==> config.mk <==
export PLATFORM = sky130hd
export DESIGN_NAME = vx_commit_arbiter
export DESIGN_NICKNAME = d
export VERILOG_FILES = /design/src/rtl/vx_commit_arbiter_pkg.sv /design/src/rtl/vx_rr_pick.sv /design/src/rtl/vx_commit_arbiter.sv
export SDC_FILE = /design/constraint.sdc
export NUM_CORES = 1
export LEC_CHECK = 0
export ABC_AREA = 1
export BUFFER_PORTS_ARGS = -buffer_cell sky130_fd_sc_hd__buf_2
export CORE_AREA = 2 2 337 339
export CTS_BUF_LIST = sky130_fd_sc_hd__clkbuf_16
export DETAILED_ROUTE_END_ITERATION = 12
export DIE_AREA = 0 0 339 341
export MAX_ROUTING_LAYER = met4
export PLACE_DENSITY = 0.3
export SETUP_SLACK_MARGIN = 0.5
export SKIP_CTS_REPAIR_TIMING = 1
export SLEW_MARGIN = 0
export SYNTH_ARGS = -nofsm -noshare
export SYNTH_HDL_FRONTEND = slang
export SYNTH_HIERARCHICAL = 1
export SYNTH_SLANG_ARGS = --single-unit
==> constraint.sdc <==
create_clock -name clk -period 6.1 [get_ports clk]
set_input_delay 0 -clock clk [delete_from_list [all_inputs] [get_ports clk]]
set_output_delay 0 -clock clk [all_outputs]
set_load 0.01 [all_outputs]
==> src/rtl/vx_commit_arbiter_pkg.sv <==
// Shared commit-path types: the packed commit beat and the commit source indices.
// Also holds the modulo helper used by the round-robin picker.
package vx_commit_arbiter_pkg;

    localparam int NUM_COMMIT_SRCS  = 6;
    localparam int COMMIT_SRC_ALU   = 0;
    localparam int COMMIT_SRC_LD    = 1;
    localparam int COMMIT_SRC_ST    = 2;
    localparam int COMMIT_SRC_CSR   = 3;
    localparam int COMMIT_SRC_FPU   = 4;
    localparam int COMMIT_SRC_GPU   = 5;

    typedef struct packed {
        logic [4:0]  wid;
        logic [3:0]  tmask;
        logic [31:0] pc;
        logic [5:0]  rd;
        logic        wb;
        logic [63:0] data;
    } commit_beat_t;

    localparam int COMMIT_BEAT_W = $bits(commit_beat_t);

    function automatic int rr_offset(input int base, input int k, input int n);
        return (base + k) % n;
    endfunction

endpackage

==> src/rtl/vx_rr_pick.sv <==
// Round-robin picker: first valid index after rr_ptr, as one-hot grant plus index.
// Purely combinational, no backpressure of its own.
module vx_rr_pick
    import vx_commit_arbiter_pkg::*;
#(
    parameter int NUM_REQS = 6,
    parameter int IDXW     = $clog2(NUM_REQS)
) (
    input  logic [NUM_REQS-1:0] valid,
    input  logic [IDXW-1:0]     rr_ptr,
    output logic [NUM_REQS-1:0] grant,
    output logic [IDXW-1:0]     grant_idx
);

    int   scan_idx;
    logic found;

    always_comb begin
        grant     = '0;
        grant_idx = '0;
        found     = 1'b0;
        scan_idx  = 0;
        // Scan starts one past the last winner so the last winner is checked last.
        for (int k = 1; k <= NUM_REQS; k++) begin
            scan_idx = rr_offset(int'(rr_ptr), k, NUM_REQS);
            if (!found && valid[IDXW'(scan_idx)]) begin
                found                    = 1'b1;
                grant[IDXW'(scan_idx)]   = 1'b1;
                grant_idx                = IDXW'(scan_idx);
            end
        end
    end

endmodule

==> src/rtl/vx_commit_arbiter.sv <==
// Writeback port arbiter: round-robin with per-source packet lock; 1-cycle registered output.
// Backpressure: req_ready only when the output register can load; wb_ready=0 with wb_valid holds all sources.
module vx_commit_arbiter
    import vx_commit_arbiter_pkg::*;
#(
    parameter int  NUM_REQS      = NUM_COMMIT_SRCS,
    parameter int  DATAW         = COMMIT_BEAT_W,
    parameter int  PERF_CTR_BITS = 44,
    localparam int IDXW          = $clog2(NUM_REQS)
) (
    input  logic                           clk,
    input  logic                           reset_n,
    input  logic [NUM_REQS-1:0]            req_valid,
    input  logic [NUM_REQS-1:0][DATAW-1:0] req_data,
    input  logic [NUM_REQS-1:0]            req_eop,
    output logic [NUM_REQS-1:0]            req_ready,
    output logic                           wb_valid,
    output logic [DATAW-1:0]               wb_data,
    output logic                           wb_eop,
    output logic [IDXW-1:0]                wb_sel,
    input  logic                           wb_ready,
    output logic [PERF_CTR_BITS-1:0]       perf_conflicts,
    output logic                           busy
);

    logic [IDXW-1:0]     rr_ptr;
    logic [IDXW-1:0]     lock_idx;
    logic                lock_active;
    logic [NUM_REQS-1:0] rr_grant;
    logic [IDXW-1:0]     rr_idx;
    logic [NUM_REQS-1:0] grant;
    logic [IDXW-1:0]     grant_idx;
    logic                can_load;
    logic                xfer;

    vx_rr_pick #(
        .NUM_REQS (NUM_REQS)
    ) u_rr_pick (
        .valid     (req_valid),
        .rr_ptr    (rr_ptr),
        .grant     (rr_grant),
        .grant_idx (rr_idx)
    );

    // A held lock starves everyone else, even if the locked source is idle.
    always_comb begin
        grant     = rr_grant;
        grant_idx = rr_idx;
        if (lock_active) begin
            grant           = '0;
            grant[lock_idx] = req_valid[lock_idx];
            grant_idx       = lock_idx;
        end
    end

    assign can_load  = ~wb_valid | wb_ready;
    assign xfer      = can_load & (|(req_valid & grant));
    assign req_ready = reset_n ? (grant & {NUM_REQS{can_load}}) : '0;
    assign busy      = wb_valid | lock_active;

    always_ff @(posedge clk or negedge reset_n) begin
        if (!reset_n) begin
            rr_ptr      <= IDXW'(NUM_REQS - 1);
            lock_active <= 1'b0;
            lock_idx    <= '0;
        end else if (xfer) begin
            rr_ptr      <= grant_idx;
            lock_active <= ~req_eop[grant_idx];
            if (!req_eop[grant_idx]) begin
                lock_idx <= grant_idx;
            end
        end
    end

    always_ff @(posedge clk or negedge reset_n) begin
        if (!reset_n) begin
            wb_valid <= 1'b0;
            wb_data  <= '0;
            wb_eop   <= 1'b0;
            wb_sel   <= '0;
        end else begin
            if (can_load) begin
                wb_valid <= |(req_valid & grant);
            end
            if (xfer) begin
                wb_data <= req_data[grant_idx];
                wb_eop  <= req_eop[grant_idx];
                wb_sel  <= grant_idx;
            end
        end
    end

    always_ff @(posedge clk or negedge reset_n) begin
        if (!reset_n) begin
            perf_conflicts <= '0;
        end else if ($countones(req_valid) >= 2) begin
            perf_conflicts <= perf_conflicts + PERF_CTR_BITS'(1);
        end
    end

endmodule
# --- Word level (Yosys, flattened, before mapping) ---
# Index checks and enable logic that the tools add are counted.
classes:
  n_addsub: 12
  n_div: 6
  order_cmp: 16
  n_mux: 58
  n_bitwise: 13
  n_reduce_logical: 19
op_table:
  columns: ["cell", "n"]
  rows:
  - ["$bmux 112 s3", 1]
  - ["$mod 32x4->32 const B", 6]
  - ["$mux 112", 1]
  - ["$mux 6", 8]
  - ["$add 44x1->44 const B", 1]
  - ["$lt 3x5->1 const B", 6]
  - ["$or 6x6->6", 5]
  - ["$mux 1", 26]
  - ["$bmux 1 s3", 8]
  - ["$demux 1 s3", 7]
  - ["$ge 3x1->1 const B", 7]
  - ["$mux 3", 7]
  - ["$and 6x6->6", 3]
  - ["$add 3x3->4 const B", 3]
  - ["$logic_and 1x1->1", 12]
  - ["$add 3x2->4 const B", 2]
  - ["$lt 3x4->1 const B", 2]
  - ["$add 1x1->2", 3]
  - ["$reduce_or 6->1", 1]
  - ["$logic_not 1->1", 5]
  - ["$add 3x1->4 const B", 1]
  - ["$add 3x2->4", 1]
  - ["$ge 4x2->1 const B", 1]
  - ["$add 2x2->3", 1]
  - ["4 further kinds", 6]
totals:
  register_bits: 168
  inputBits: 687
  output_inout_bits: 168
  elab_cells: 132

# --- Longest topological paths before layout ---
depth:
  word_depth: 26
  mapped_depth: 35
  depth_no_buf: 32

# --- Hierarchy ---
# The synthesis kept the hierarchy.
modules_own_cells:
  columns: ["module", "n_inst", "cells_per_inst", "area_each_um2", "seq_area_each_um2"]
  rows:
  - ["vx_commit_arbiter", 1, 2136, 13041.3, 4181.5]
  - ["vx_rr_pick", 1, 257, 1387.6, 0.0]

# --- Least setup slack after synthesis ---
# OpenSTA, ideal clock, no wires.
synth_timing:
  path_type: "flip-flop to flip-flop"
  start: "register rr_ptr[0]"
  end: "register wb_data[88]"
  setup_ns: 0.117
  arrival_time_ns: 4.026
  required_ns: 5.983
  setup_slack_ns: 1.957
  path_stages_with_launch: 34
  n_path_buf: 4
  period_less_slack_ns: 4.143
  path_cell_list: "dfstp_2 > buf_6 > inv_4 > buf_2 > ha_1 > inv_1 > nand2_1 > nand2_1 > ha_1 > nor2_1 > nand3_1 > nand2_2 > nand2_2 > nand2_2 > nand2_2 > nand3_2 > inv_2 > nor2_2 > nor2_8 > nand4_1 > nand2_1 > nor2_1 > nand2_1 > or2_2 > nand3_1 > nand2_1 > inv_1 > nand2_1 > inv_1 > nand4_2 > buf_2 > buf_2 > nand3_1 > nand2_1"
synth_via:
  elab_chain_cells: 25
  word_cells_on_any_way: 99
  cone_classes: "6 x add/sub; 6 x div; 12 x order compare; 51 x mux; 7 x bitwise; 17 x reduce/logical"
synth_lines:
  columns: ["element", "line_no", "text"]
  rows:
  - ["start, declared", "vx_commit_arbiter.sv:26", "logic [IDXW-1:0] rr_ptr;"]
  - ["start signal, assigned", "vx_commit_arbiter.sv:63", "rr_ptr <= IDXW'(NUM_REQS - 1);"]
  - ["start signal, assigned", "vx_commit_arbiter.sv:67", "rr_ptr <= grant_idx;"]
  - ["parallel branches: the longest is 20 deep, another holds $mod 32x4->32", null, null]
  - ["$mux 6 (*)", "vx_rr_pick.sv:26", "if (!found && valid[IDXW'(scan_idx)]) begin"]
  - ["via rr_grant[0]", "vx_commit_arbiter.sv:29", "logic [NUM_REQS-1:0] rr_grant;"]
  - ["$mux 6 (*)", "vx_commit_arbiter.sv:49", "if (lock_active) begin"]
  - ["$and 6x6->6 (*)", "vx_commit_arbiter.sv:57", "assign xfer = can_load & (|(req_valid & grant));"]
  - ["$reduce_or 6->1 (*)", "vx_commit_arbiter.sv:57", null]
  - ["$and 1x1->1 (*)", "vx_commit_arbiter.sv:57", null]
  - ["end signal, assigned", "vx_commit_arbiter.sv:86", "wb_data <= req_data[grant_idx];"]
  - ["end, declared", "vx_commit_arbiter.sv:18", "output logic [DATAW-1:0] wb_data,"]
# Mark *: on every way through the listed nets, which the timed path passes. The select of a mux whose other input is x is not followed.
# A chain may end at the register's enable or synchronous reset.

# --- Final worst setup path ---
layout_timing:
  start: "register rr_ptr[1]"
  end: "register wb_data[49]"
layout_via:
  word_cells_on_any_way: 99
  cone_classes: "6 x add/sub; 6 x div; 12 x order compare; 51 x mux; 7 x bitwise; 17 x reduce/logical"
layout_lines:
  columns: ["element", "line_no", "text"]
  rows:
  - ["$add 3x1->4", "vx_commit_arbiter_pkg.sv:25", "return (base + k) % n;"]
  - ["$mod 32x4->32", "vx_commit_arbiter_pkg.sv:25", null]
  - ["$bmux 1 s3", "vx_rr_pick.sv:26", null]
  - ["$mux 1 (implied by the code) (2 in a row)", "vx_rr_pick.sv:26", null]
  - ["$mux 1", "vx_rr_pick.sv:26", null]
  - ["$logic_not 1->1", "vx_rr_pick.sv:26", null]
  - ["$logic_and 1x1->1", "vx_rr_pick.sv:26", null]
  - ["$mux 1", "vx_rr_pick.sv:26", null]
  - ["[8 not listed]", null, null]
  - ["$mux 1", "vx_rr_pick.sv:26", null]
  - ["$logic_not 1->1", "vx_rr_pick.sv:26", null]
  - ["$logic_and 1x1->1", "vx_rr_pick.sv:26", null]
  - ["$mux 3 (*)", "vx_rr_pick.sv:26", null]
  - ["via rr_idx[2]", "vx_commit_arbiter.sv:30", "logic [IDXW-1:0] rr_idx;"]
  - ["$mux 3 (*)", "vx_commit_arbiter.sv:49", null]
  - ["$bmux 112 s3 (*)", "vx_commit_arbiter.sv:86", null]
  - ["$mux 112 (implied by the code) (*)", "vx_commit_arbiter.sv:86", null]
# Mark *: on every way through the listed nets, which the timed path passes. The rest lies on a longest branch. The select of a mux whose other input is x is not followed.

==> run_results.csv <==
group,metric,value,unit
clock_network,cts.clk_slew.worst_paths,0.09,ns
yosys,ys_ff_latch,167,
hold_path,min_path_type,"in -> reg",
worst_setup_path,critical_path.n_buffers_inverters,5,
sta,setup_viol,0,
floorplan,start_util,12.9,%
clock_network,tritoncts_clock_tree,"yes",
cells_and_area,num-nets-final,4004,
routing,route.detailed.drc,0,
routing,first_drt_iteration_drcs,1085,
yosys,count_of_flip_flops_with_a_built_in_enable_after_synthesis,0,
floorplan,floorplan.core_area,112000,sq um
worst_setup_path,critPathMaxFanout,91,
sta,final_max_slew_viol_count,0,
yosys,share_of_the_synthesized_area_in_compound_gates_ao_oa_aoi_oai,21.3,%
floorplan,io_pins,855,
floorplan,fp.dieH,341,um
yosys,syn_area,14400,sq um
worst_setup_path,critPathArrivalTime,5.67,ns
cells_and_area,drive_gt1_share,30.8,%
global_route,grt_start_max_net_pins,95,
clock_network,cts_made_buffers,17,
worst_setup_path,crit_path_max_incr_delay,0.56,ns
cells_and_area,seq_area,4180,sq um
worst_setup_path,worstSetupPathType,"reg -> reg",
yosys,synth.mux.area_fraction,0,%
global_route,first_pass_grt_wire_length,141,mm
floorplan,die_area,116000,sq um
clock_network,cts_root_buf,"clkbuf_16",
clock_network,clkLatencyLatePin,0.51,ns
routing,drt_pass1_iterations,5,
worst_setup_path,setup.worst_path.end_class,"register",
routing,detailroute.via_count,20000,
cells_and_area,multi_input_comb_area,9170,sq um
floorplan,rows,123,
global_route,grt_antenna_before_repair,34,
yosys,synth_ff_type,"dfrtp_1",
sta,hold_ws,-0.0687,ns
placement,dp_hpwl,79.9,mm
floorplan,fp.dieW,339,um
clock_network,cts_htree_levels,4,
yosys,yosysWarningCount,6,
worst_setup_path,setup.worst_path.start_class,"register",
clock_network,cts.path.max_buffers,2,
routing,routed_wire_length_per_instance,20.9,um
yosys,synth_cell_type_count,45,
cells_and_area,fin_area,22600,sq um
global_route,first_global_vias,19500,
routing,viasPerCell,4.13,
run,max_cap_violations,0,
placement,placer_congestion_estimate,0.888,
sta,timing.final.hold_violations,26,
sta,skew,0.0217,ns
yosys,synth_xor_area_share,2.55,%
sta,rsz0062_at_grt,"no",
sta,setup-tns-final,0,ns
yosys,synth_async_sr_flop_share,100,%
placement,detailed_place.area,20500,sq um
sta,final_min_period_over_clock_period,85.7,%
status,status,"complete, but fails checks",
yosys,synth_top_family_by_area,"simple AND/OR/NAND/NOR gates",
sta,fin_crit,5.23,ns
yosys,post_synth.cell_area_avg,6.03,sq um
worst_setup_path,worstPathRequired,6.55,ns
yosys,synthAdderAreaFrac,1.37,%
global_route,global_route.overflow_total,0,
global_route,track_usage,17.3,%
yosys,simple_gate_portion_of_the_synthesized_area,37.9,%
sta,tightestPinTransition,0.997,ns
sta,slew-limit-headroom,32.8,%
cells_and_area,nFillCells,13100,
routing,routed_wl,101,mm
worst_setup_path,critical_path.top_delay_family,"simple AND/OR/NAND/NOR gates",
status,failed_checks,"negative hold slack",
yosys,synth_cells,2393,
clock_network,number_of_clock_sinks_seen_by_cts,167,
yosys,seq_area_frac_synth,29.0,%
sta,max_freq,191,MHz
cells_and_area,layout-area-overhead-vs-synth,56.9,%
placement,io_buffer_count,854,
routing,postRouteAntennaNets,0,
worst_setup_path,cp_slowest_cell,"dlygate4sd3_1",
[stage by stage]
stage	setup WS [ns]	utilization, %	hold slack, ns	instances
CTS	0.940	18.9	-0.461	4670
floorplan	1.96	-	-0.296	2394
finish	0.875	20.2	-0.0687	4832
detailed placement	0.955	18.3	0.120	4638
global placement	0.906	18.3	0.110	4638
global route	0.512	20.2	0.0000558	4827
[cells by family (layout without fill, tap and decap cells)]
logic type / Yosys count / count (layout)
XOR/XNOR: 42 / 42
adder cells (fa/ha/maj): 14 / 14
AND/OR/NAND/NOR: 1309 / 1309
buffers and inverters: 258 / 1180
flip-flops: 167 / 167
other: 1 / 18
AO/OA/AOI/OAI: 602 / 602
[worst min-delay path: stages]
cell and delay, ns:
buf_2 0.07, o21ai_0 0.07, o21ai_1 0.11, nand3_1 0.08, nand2_1 0.06
[synth_stat cells, types with 12 or more instances]
library cell / n / area, sq um
clkbuf_1: 65 / 244
buf_1: 18 / 67.6
inv_1: 72 / 270
xnor2_1: 16 / 140
buf_2: 78 / 390
nor3_1: 18 / 90.1
a21oi_1: 231 / 1160
dfrtp_1: 165 / 4130
nand2_2: 20 / 125
xor2_1: 26 / 228
inv_2: 12 / 45.0
nand3_1: 179 / 896
nor2_1: 176 / 661
o21ai_0: 290 / 1450
nand2_1: 853 / 3200
nand4_1: 26 / 163
o21ai_1: 66 / 330
[area by class of cell]
type | instances | area share [%]
Multi-Input combinational cell | 1969 | 40.5
Timing Repair Buffer | 1062 | 28.3
Sequential cell | 167 | 18.5
Tap cell | 1500 | 8.29
Clock buffer | 17 | 1.88
Inverter | 86 | 1.49
Clock inverter | 15 | 0.862
Antenna cell | 16 | 0.177
[flip-flops by register name, summed over array words and instances, names as in the netlist]
| register | count |
|---|---|
| wb_data | 112 |
| lock_idx | 3 |
| wb_eop | 1 |
| perf_conflicts | 44 |
| rr_ptr | 3 |
| wb_valid | 1 |
| wb_sel | 2 |
| lock_active | 1 |
[layer usage]
metal	global-route usage (%)	up-vias	part of all wire [%]
met5	-	-	0
met4	2.83	0	1.3
met3	3.10	67	4.9
met2	29.3	608	49
met1	21.8	9555	45
li1	-	9728	-
[cells in the final DEF (no fill, tap or decap), drive strengths merged, types with 11 or more instances in the layout]
cell         count
nor3            22
dfrtp          165
inv             94
nand2          879
nor2           182
nand4           27
o21ai          362
dlygate4sd3    146
buf            915
ha              11
a21oi          233
xor2            26
xnor2           16
diode           16
nand3          183
clkbuf          18
[worst paths after layout]
| check | start | end | slack [ns] | depth (start not counted) |
|---|---|---|---|---|
| hold / removal | req_data[550] | wb_data[102]$_DFFE_PN0P_ | -0.07 | 5 |
| max in group asynchronous | reset_n | wb_data[56]$_DFFE_PN0P_ | 4.90 | 3 |
| setup / recovery | rr_ptr[1]$_DFFE_PN0P_ | wb_data[49]$_DFFE_PN0P_ | 0.87 | 27 |
| min in group asynchronous | reset_n | wb_data[88]$_DFFE_PN0P_ | 0.08 | 2 |
| hold reg to reg | wb_data[94]$_DFFE_PN0P_ | wb_data[94]$_DFFE_PN0P_ | 0.47 | 2 |
| setup reg to reg | rr_ptr[1]$_DFFE_PN0P_ | wb_data[49]$_DFFE_PN0P_ | 0.87 | 27 |
Power is left out: the tool's default activity adds up to more than one toggle a clock period on the data nets, which glitch-free logic cannot reach.
